File: src/rtl/pipelined_addsub_if.sv
// Valid/ready operand and result channels of the pipelined add/subtract unit.
// The slave modport is the unit's view; the master modport is the producer/consumer view.
interface pipelined_addsub_if #(
  parameter int WA = 6,
  parameter int WB = 4
);
  logic          in_valid;
  logic          in_ready;
  logic [WA-1:0] x;
  logic [WB-1:0] y;
  logic          sub;
  logic          out_valid;
  logic          out_ready;
  logic [WA:0]   z;

  modport slave (
    input  in_valid, x, y, sub, out_ready,
    output in_ready, out_valid, z
  );

  modport master (
    output in_valid, x, y, sub, out_ready,
    input  in_ready, out_valid, z
  );
endinterface

File: src/rtl/pipelined_addsub.sv
// Pipelined unsigned add/subtract: the WA+1-bit carry chain is cut into CHUNK-bit registered
// stages, with a single global stall so all stages advance or hold together.
module pipelined_addsub #(
  parameter int WA    = 6,
  parameter int WB    = 4,
  parameter int CHUNK = 2
) (
  input  logic               clk,
  input  logic               rst_n,
  pipelined_addsub_if.slave  bus
);
  localparam int W      = WA + 1;
  localparam int STAGES = (W + CHUNK - 1) / CHUNK;

  logic         adv;
  logic [W-1:0] y_ext;

  assign adv          = ~bus.out_valid | bus.out_ready;
  assign bus.in_ready = adv;
  assign y_ext        = W'(bus.y);

  for (genvar k = 0; k < STAGES; k++) begin : g_stage
    localparam int LO = k * CHUNK;
    localparam int RW = W - LO;
    localparam int CW = (RW < CHUNK) ? RW : CHUNK;

    // a/b hold the operand bits not yet consumed; this stage's chunk sits at the bottom
    logic [RW-1:0]      a;
    logic [RW-1:0]      b;
    logic               c_in;
    logic               v_in;
    logic [CW-1:0]      sum;
    logic [LO+CW-1:0]   r_nxt;
    logic [LO+CW-1:0]   res_p;
    logic               vld_p;

    if (k == 0) begin : g_first
      assign a     = {1'b0, bus.x};
      assign b     = bus.sub ? ~y_ext : y_ext;
      assign c_in  = bus.sub;
      assign v_in  = bus.in_valid;
      assign r_nxt = sum;
    end else begin : g_next
      assign a     = g_stage[k-1].g_fwd.xa_p;
      assign b     = g_stage[k-1].g_fwd.ya_p;
      assign c_in  = g_stage[k-1].g_fwd.cy_p;
      assign v_in  = g_stage[k-1].vld_p;
      assign r_nxt = {sum, g_stage[k-1].res_p};
    end

    if (k < STAGES - 1) begin : g_fwd
      logic             c_out;
      logic [RW-CW-1:0] xa_p;
      logic [RW-CW-1:0] ya_p;
      logic             cy_p;

      assign {c_out, sum} = {1'b0, a[CW-1:0]} + {1'b0, b[CW-1:0]} + (CW+1)'(c_in);

      always_ff @(posedge clk) begin
        if (adv) begin
          xa_p <= a[RW-1:CW];
          ya_p <= b[RW-1:CW];
          cy_p <= c_out;
        end
      end
    end else begin : g_last
      // top chunk: carry out is the discarded modulo-2^(WA+1) bit
      assign sum = a + b + RW'(c_in);
    end

    // stage k boundary: finished low result bits ride alongside the remaining operand bits
    always_ff @(posedge clk) begin
      if (adv) res_p <= r_nxt;
    end

    always_ff @(posedge clk or negedge rst_n) begin
      if (!rst_n)   vld_p <= 1'b0;
      else if (adv) vld_p <= v_in;
    end
  end

  assign bus.out_valid = g_stage[STAGES-1].vld_p;
  assign bus.z         = g_stage[STAGES-1].vld_p ? g_stage[STAGES-1].res_p : '0;
endmodule

File: src/flat_wrapper.sv
// flat-port wrapper written by rule: the top's interface ports become plain ports
module pipelined_addsub_flat 
#(
  parameter int WA    = 6,
  parameter int WB    = 4,
  parameter int CHUNK = 2
)
  (clk, rst_n, bus_in_valid, bus_x, bus_y, bus_sub, bus_out_ready, bus_in_ready, bus_out_valid, bus_z);
  pipelined_addsub_if #(.WA(WA), .WB(WB)) bus_i ();
  input  logic clk;
  input  logic rst_n;
  input wire logic [$bits(bus_i.in_valid)-1:0] bus_in_valid;
  input wire logic [$bits(bus_i.x)-1:0] bus_x;
  input wire logic [$bits(bus_i.y)-1:0] bus_y;
  input wire logic [$bits(bus_i.sub)-1:0] bus_sub;
  input wire logic [$bits(bus_i.out_ready)-1:0] bus_out_ready;
  output wire logic [$bits(bus_i.in_ready)-1:0] bus_in_ready;
  output wire logic [$bits(bus_i.out_valid)-1:0] bus_out_valid;
  output wire logic [$bits(bus_i.z)-1:0] bus_z;
  assign bus_i.in_valid = bus_in_valid;
  assign bus_i.x = bus_x;
  assign bus_i.y = bus_y;
  assign bus_i.sub = bus_sub;
  assign bus_i.out_ready = bus_out_ready;
  assign bus_in_ready = bus_i.in_ready;
  assign bus_out_valid = bus_i.out_valid;
  assign bus_z = bus_i.z;
  pipelined_addsub #(.WA(WA), .WB(WB), .CHUNK(CHUNK)) u_core (.clk(clk), .rst_n(rst_n), .bus(bus_i));
endmodule
File: config.mk
export PLATFORM = sky130hd
export DESIGN_NAME = pipelined_addsub_flat
export DESIGN_NICKNAME = d
export VERILOG_FILES = /design/src/rtl/pipelined_addsub_if.sv /design/src/rtl/pipelined_addsub.sv /design/src/flat_wrapper.sv
export SDC_FILE = /design/constraint.sdc
export NUM_CORES = 1
export LEC_CHECK = 0
export ABC_AREA = 1
export BUFFER_PORTS_ARGS = -buffer_cell sky130_fd_sc_hd__buf_2
export CAP_MARGIN = 0
export CORE_MARGIN = 2
export CORE_UTILIZATION = 37
export CTS_BUF_LIST = sky130_fd_sc_hd__clkbuf_8
export DETAILED_ROUTE_END_ITERATION = 8
export PLACE_DENSITY = 0.61
export SLEW_MARGIN = 20
export SYNTH_ARGS = -nofsm -noshare
export SYNTH_HDL_FRONTEND = slang
export SYNTH_SLANG_ARGS = --single-unit
File: constraint.sdc
create_clock -name clk -period 1.8 [get_ports clk]
set_input_delay 0.36 -clock clk [delete_from_list [all_inputs] [get_ports clk]]
set_output_delay 0.36 -clock clk [all_outputs]
set_load 0.03 [all_outputs]
* After elaboration in Yosys (flattened, before gate mapping)
Cells that the tools add are included.
Widths: inputs -> output; s select.
** Word-level totals
- Input port bits :: 15
- Output and inout bits :: 9
- Flip-flop bits (word level) :: 41
- Word-level logic and storage cells :: 29
** Operators by class
- $add $sub $neg :: 7
- Multiplexer cells :: 2
- Bitwise logic cells :: 3
** Operators by type and width (number)
- $add 2x2->3 :: 3
- $add 3x1->3 :: 3
- $mux 7 :: 1
- $not 4->7 :: 1
- $mux 4 :: 1
- $add 1x1->1 :: 1
- $not 1->1 :: 1
- $or 1x1->1 :: 1

* Logic depth before layout (Yosys ltp)
- Depth after elaboration :: 4
- Depth in mapped cells :: 4
- Depth with buffers taken out :: 4

* Least setup slack after synthesis
OpenSTA, ideal clock, no wires.
- Path kind :: register -> register
- From :: register u_core.g_stage[3].vld_p, in the netlist u_core.bus.out_valid
- To :: register u_core.g_stage[0].g_fwd.cy_p, enable pin
- Data required time :: 1234 ps
- Library setup time :: 566 ps
- Clock period less this slack :: 1909 ps
- Slack :: -109 ps
- Buffers on the path :: 0
- Arrival time :: 1343 ps
- Cell stages (with the launch flop) :: 2
- Path through :: dfrtp_1 nand2_1
** On the way
- Cells in the longest elaborated chain, start to end :: 2
** Ends and longest elaborated chain
- from (decl) :: line pipelined_addsub.sv:35 : logic vld_p;
- from (signal assigned) :: line pipelined_addsub.sv:78 : else if (adv) vld_p <= v_in;
- $not 1->1 :: line pipelined_addsub.sv:18 : assign adv = ~bus.out_valid | bus.out_ready;
- $or 1x1->1 :: line pipelined_addsub.sv:18
- net bus_in_ready :: line flat_wrapper.sv:17 : output wire logic [$bits(bus_i.in_ready)-1:0] bus_in_ready;
- to (signal assigned) :: line pipelined_addsub.sv:63 : cy_p <= c_out;
- to (decl) :: line pipelined_addsub.sv:55 : logic cy_p;
The timed path passes the listed nets, and every way through them passes these cells.
A chain may end at the register's enable or synchronous reset.

* Final worst setup path
- From :: register u_core.g_stage[3].vld_p, in the netlist u_core.bus.out_valid
- To :: output bus_in_ready
** On the way
- Cells in the longest elaborated chain, start to end :: 2
** Ends and longest elaborated chain (line)
- $not 1->1 :: pipelined_addsub.sv:18
- $or 1x1->1 :: pipelined_addsub.sv:18
- to (decl) :: flat_wrapper.sv:17
Every way passes these cells.

==> results.md <==
* Outcome: finished, final reports clean
* Setup TNS at 0 ps
* DRT iter0 DRCs at 9
* Leak at 0.8061 nW
* Layout overhead on the synthesized area at 21.29%
* Fmax at 608.9 MHz
* Gr usage total at 9.235%
* Hold Crit Depth at 1
* CP Cell Sequence: nand2_2 -> buf_2
* Layout cells sized above 1 at 25.40%
* Setup CP Type: flop to output pin
* Post-CTS Setup Repair Bufs at 0
* Worst-path clk slew at 60 ps
* Maximum clock path buffer count at 2
* Syn_nets at 113
* Worst flop-to-flop path endpoint: u_core.g_stage[2].res_p[5]
* RSZ-0062 raised after global routing: no
* H-Tree Depth at 2
* WP data required at 1440 ps
* Synth Register Bits at 37
* Sink Count at 37
* Hold Crit Class: primary input to flop
* Worst r2r src: u_core.g_stage[1].g_fwd.ya_p[1]
* Clock tree from TritonCTS: yes
* Synth top area share at 69.96%
* Overflow left after global routing at 0
* Cell Area, Synth at 0.001416 mm^2
* Mean Syn Cell Area at 15.23 um^2
* Via density at 4.080
* Most used DFF post-synth: edfxtp_1
* Final period utilization at 91.24%
* Number of hold violations in the final report at 0
* Measured slew at the worst slew-check pin at 343.2 ps
* Fin nets at 145
* Clock Latency Late Sink at 270 ps
* Port bufs at 23
* Asr flop ratio synth at 10.81%
* Worst setup SP type: flop
* Crit-path slowest cell: dfrtp_1
* Routed via count at 710
* DIE HEIGHT at 65.87 um
* Drt drc at 0
* Maximum VDD drop at 0.0008557 V
* Most frequent cell after synthesis: edfxtp_1
* DPL Wire Length at 1.157 mm
* First-pass GRT wire length at 2.863 mm
* Final Setup Violations at 0
* Post-DP Area at 0.001602 mm^2
* Clock Tree Root: clkbuf_8
* Final Cell Area at 0.001718 mm^2
* Initial antenna violation count at 0
* MaxCap Viol Count at 0
* Synth area leaders: edfxtp_1 (70%), dfrtp_1 (7.1%), fa_1 (7.1%)
* Crit path arrival time at 1280 ps
* Post-route ant nets at 0
* Gate Count Post-Synth at 93
* Antenna Diode Count at 0
* Netlist cell types at 10
* FILL cells at 329
* Area of the multi-input gates at 226.5 um^2
* PD cells at 1658 mW/mm^2
* FF+latch area at 0.001091 mm^2
* Vias in the first global route at 729
* CORE AREA at 0.003661 mm^2
* Placer Congestion at 0.6394
* Post-synth EDFFs at 33
* Slew Limit Fails at 0
* DRT Pass-1 Iters at 4
* Min cycle time layout at 1642 ps
* Critical Path Sink Type: output pin
* Fin util at 46.92%
* Critical Path Max Stage Delay at 550 ps
* R2R cell count at 4
* Syn. warnings at 0
* DIE WIDTH at 65.87 um
* Post-Route WL at 1.593 mm
* Floorplan row count at 22
* Clk_skew at 1.692 ps
* I/O pin cnt at 24
* Starting Density at 38.69%
* Commonest cells post-synth: edfxtp_1 (33), inv_1 (25), nand2_1 (15), fa_1 (5), xor2_1 (5)
* Yosys top cell by area: edfxtp_1
* CTS buffer count at 5
* Worst reg2reg setup slack at 170 ps
* Hold Crit Endpoint: u_core.g_stage[0].g_fwd.xa_p[3]
* Die ar. at 0.004339 mm^2
* Largest net degree at the start of global routing at 19
* Max Fanout on Critical Path at 12
* Sequential fraction of the synthesis area at 77.03%
* DR WL/cell at 9.155 um
* Post_cts resized at 0
* Relative max-transition margin at 77.12%
* Hold_sp: bus_x[5]
-- logic make-up (layout without fill, tap and decap cells) --
family	after synthesis	after routing	synth area share [%]
adders and majority gates	5	5	7.067
AOI/OAI and AO/OA	1	1	0.3530
xor gates and xnor gates	5	5	3.092
buffers and inverters	26	59	7.156
DFF	37	37	77.03
and+or+nand+nor	19	19	5.300
-- cell type report --
cell class | count | share of cell area (%)
repair buffers | 26 | 8.157
well taps | 48 | 3.496
inverters | 25 | 5.462
clock inverters | 3 | 2.185
flip-flops and latches | 37 | 63.51
multi-input cells | 30 | 13.18
clock buffers | 5 | 4.006
-- registers in the layout, indices dropped and copies added, names as in the netlist --
register,count
u_core.g_stage.res_p,19
u_core.g_stage.g_fwd.xa_p,6
u_core.g_stage.g_fwd.ya_p,5
u_core.g_stage.g_fwd.cy_p,3
u_core.g_stage.vld_p,3
u_core.bus.out_valid,1
-- worst max-delay path: cells and delay by family, from the launching register on --
family,cells,cell delay [ps]
buffers and inverters,1,230
AND/OR/NAND/NOR,1,230
flip-flops,1,550
-- power by group --
part	switching, mW	total, mW	internal (mW)
Sequential	0.117	1.50	1.38
Clock	0.250	0.653	0.402
Combinational	0.484	0.698	0.214
-- stage by stage --
stage	setup slack [ps]	hold WS [ps]	power (mW)	std cells
finish	157.7	255.2	2.849	174
detailed placement	149.5	167.5	2.232	165
CTS	138.1	242.9	2.893	174
global placement	242.4	165.9	2.176	165
floorplan	252.7	64.41	2.007	93
global route	49.53	239.4	3.052	174
-- metal layers --
metal  part of all wire, %  GRT usage (%)  up-vias
met1                    41          8.947      323
li1                      -              -      354
met4                  0.56          4.688        0
met5                     0              0        -
met3                   8.7          5.111        2
met2                    50          15.66       31
-- worst max-delay path by stage --
stage / start / to / depth (start not counted)
floorplan: u_core.g_stage[1].g_fwd.ya_p[1] / u_core.g_stage[2].res_p[5] / 4
global placement: u_core.g_stage[1].g_fwd.ya_p[1] / u_core.g_stage[2].res_p[5] / 4
detailed placement: u_core.g_stage[1].g_fwd.ya_p[1] / u_core.g_stage[2].res_p[5] / 4
CTS: u_core.bus.out_valid / bus_in_ready / 2
global route: u_core.bus.out_valid / bus_in_ready / 2
finish: u_core.bus.out_valid / bus_in_ready / 2
-- layout by cell type, fill, tap and decap left out --
| cell type | synthesis | routed |
|---|---|---|
| nand3_1 | 3 | 3 |
| xor2_1 | 5 | 5 |
| nand2_1 | 15 | 14 |
| clkbuf_8 | 0 | 5 |
| nand2_2 | 0 | 1 |
| buf_4 | 1 | 2 |
| fa_1 | 5 | 5 |
| buf_2 | 0 | 23 |
| dlygate4sd3_1 | 0 | 1 |
| inv_1 | 25 | 26 |
| a21oi_1 | 1 | 1 |
| dfrtp_1 | 4 | 4 |
| clkinv_1 | 0 | 1 |
| bufinv_16 | 0 | 1 |
| edfxtp_1 | 33 | 33 |
| nor2_1 | 1 | 1 |
-- repair_timing --
item                                    CTS  global route
hold endpoints to repair                  4             0
hold buffers                              1             0
endpoints found under the setup margin    0             0
Power figures use the tool's default switching activity.
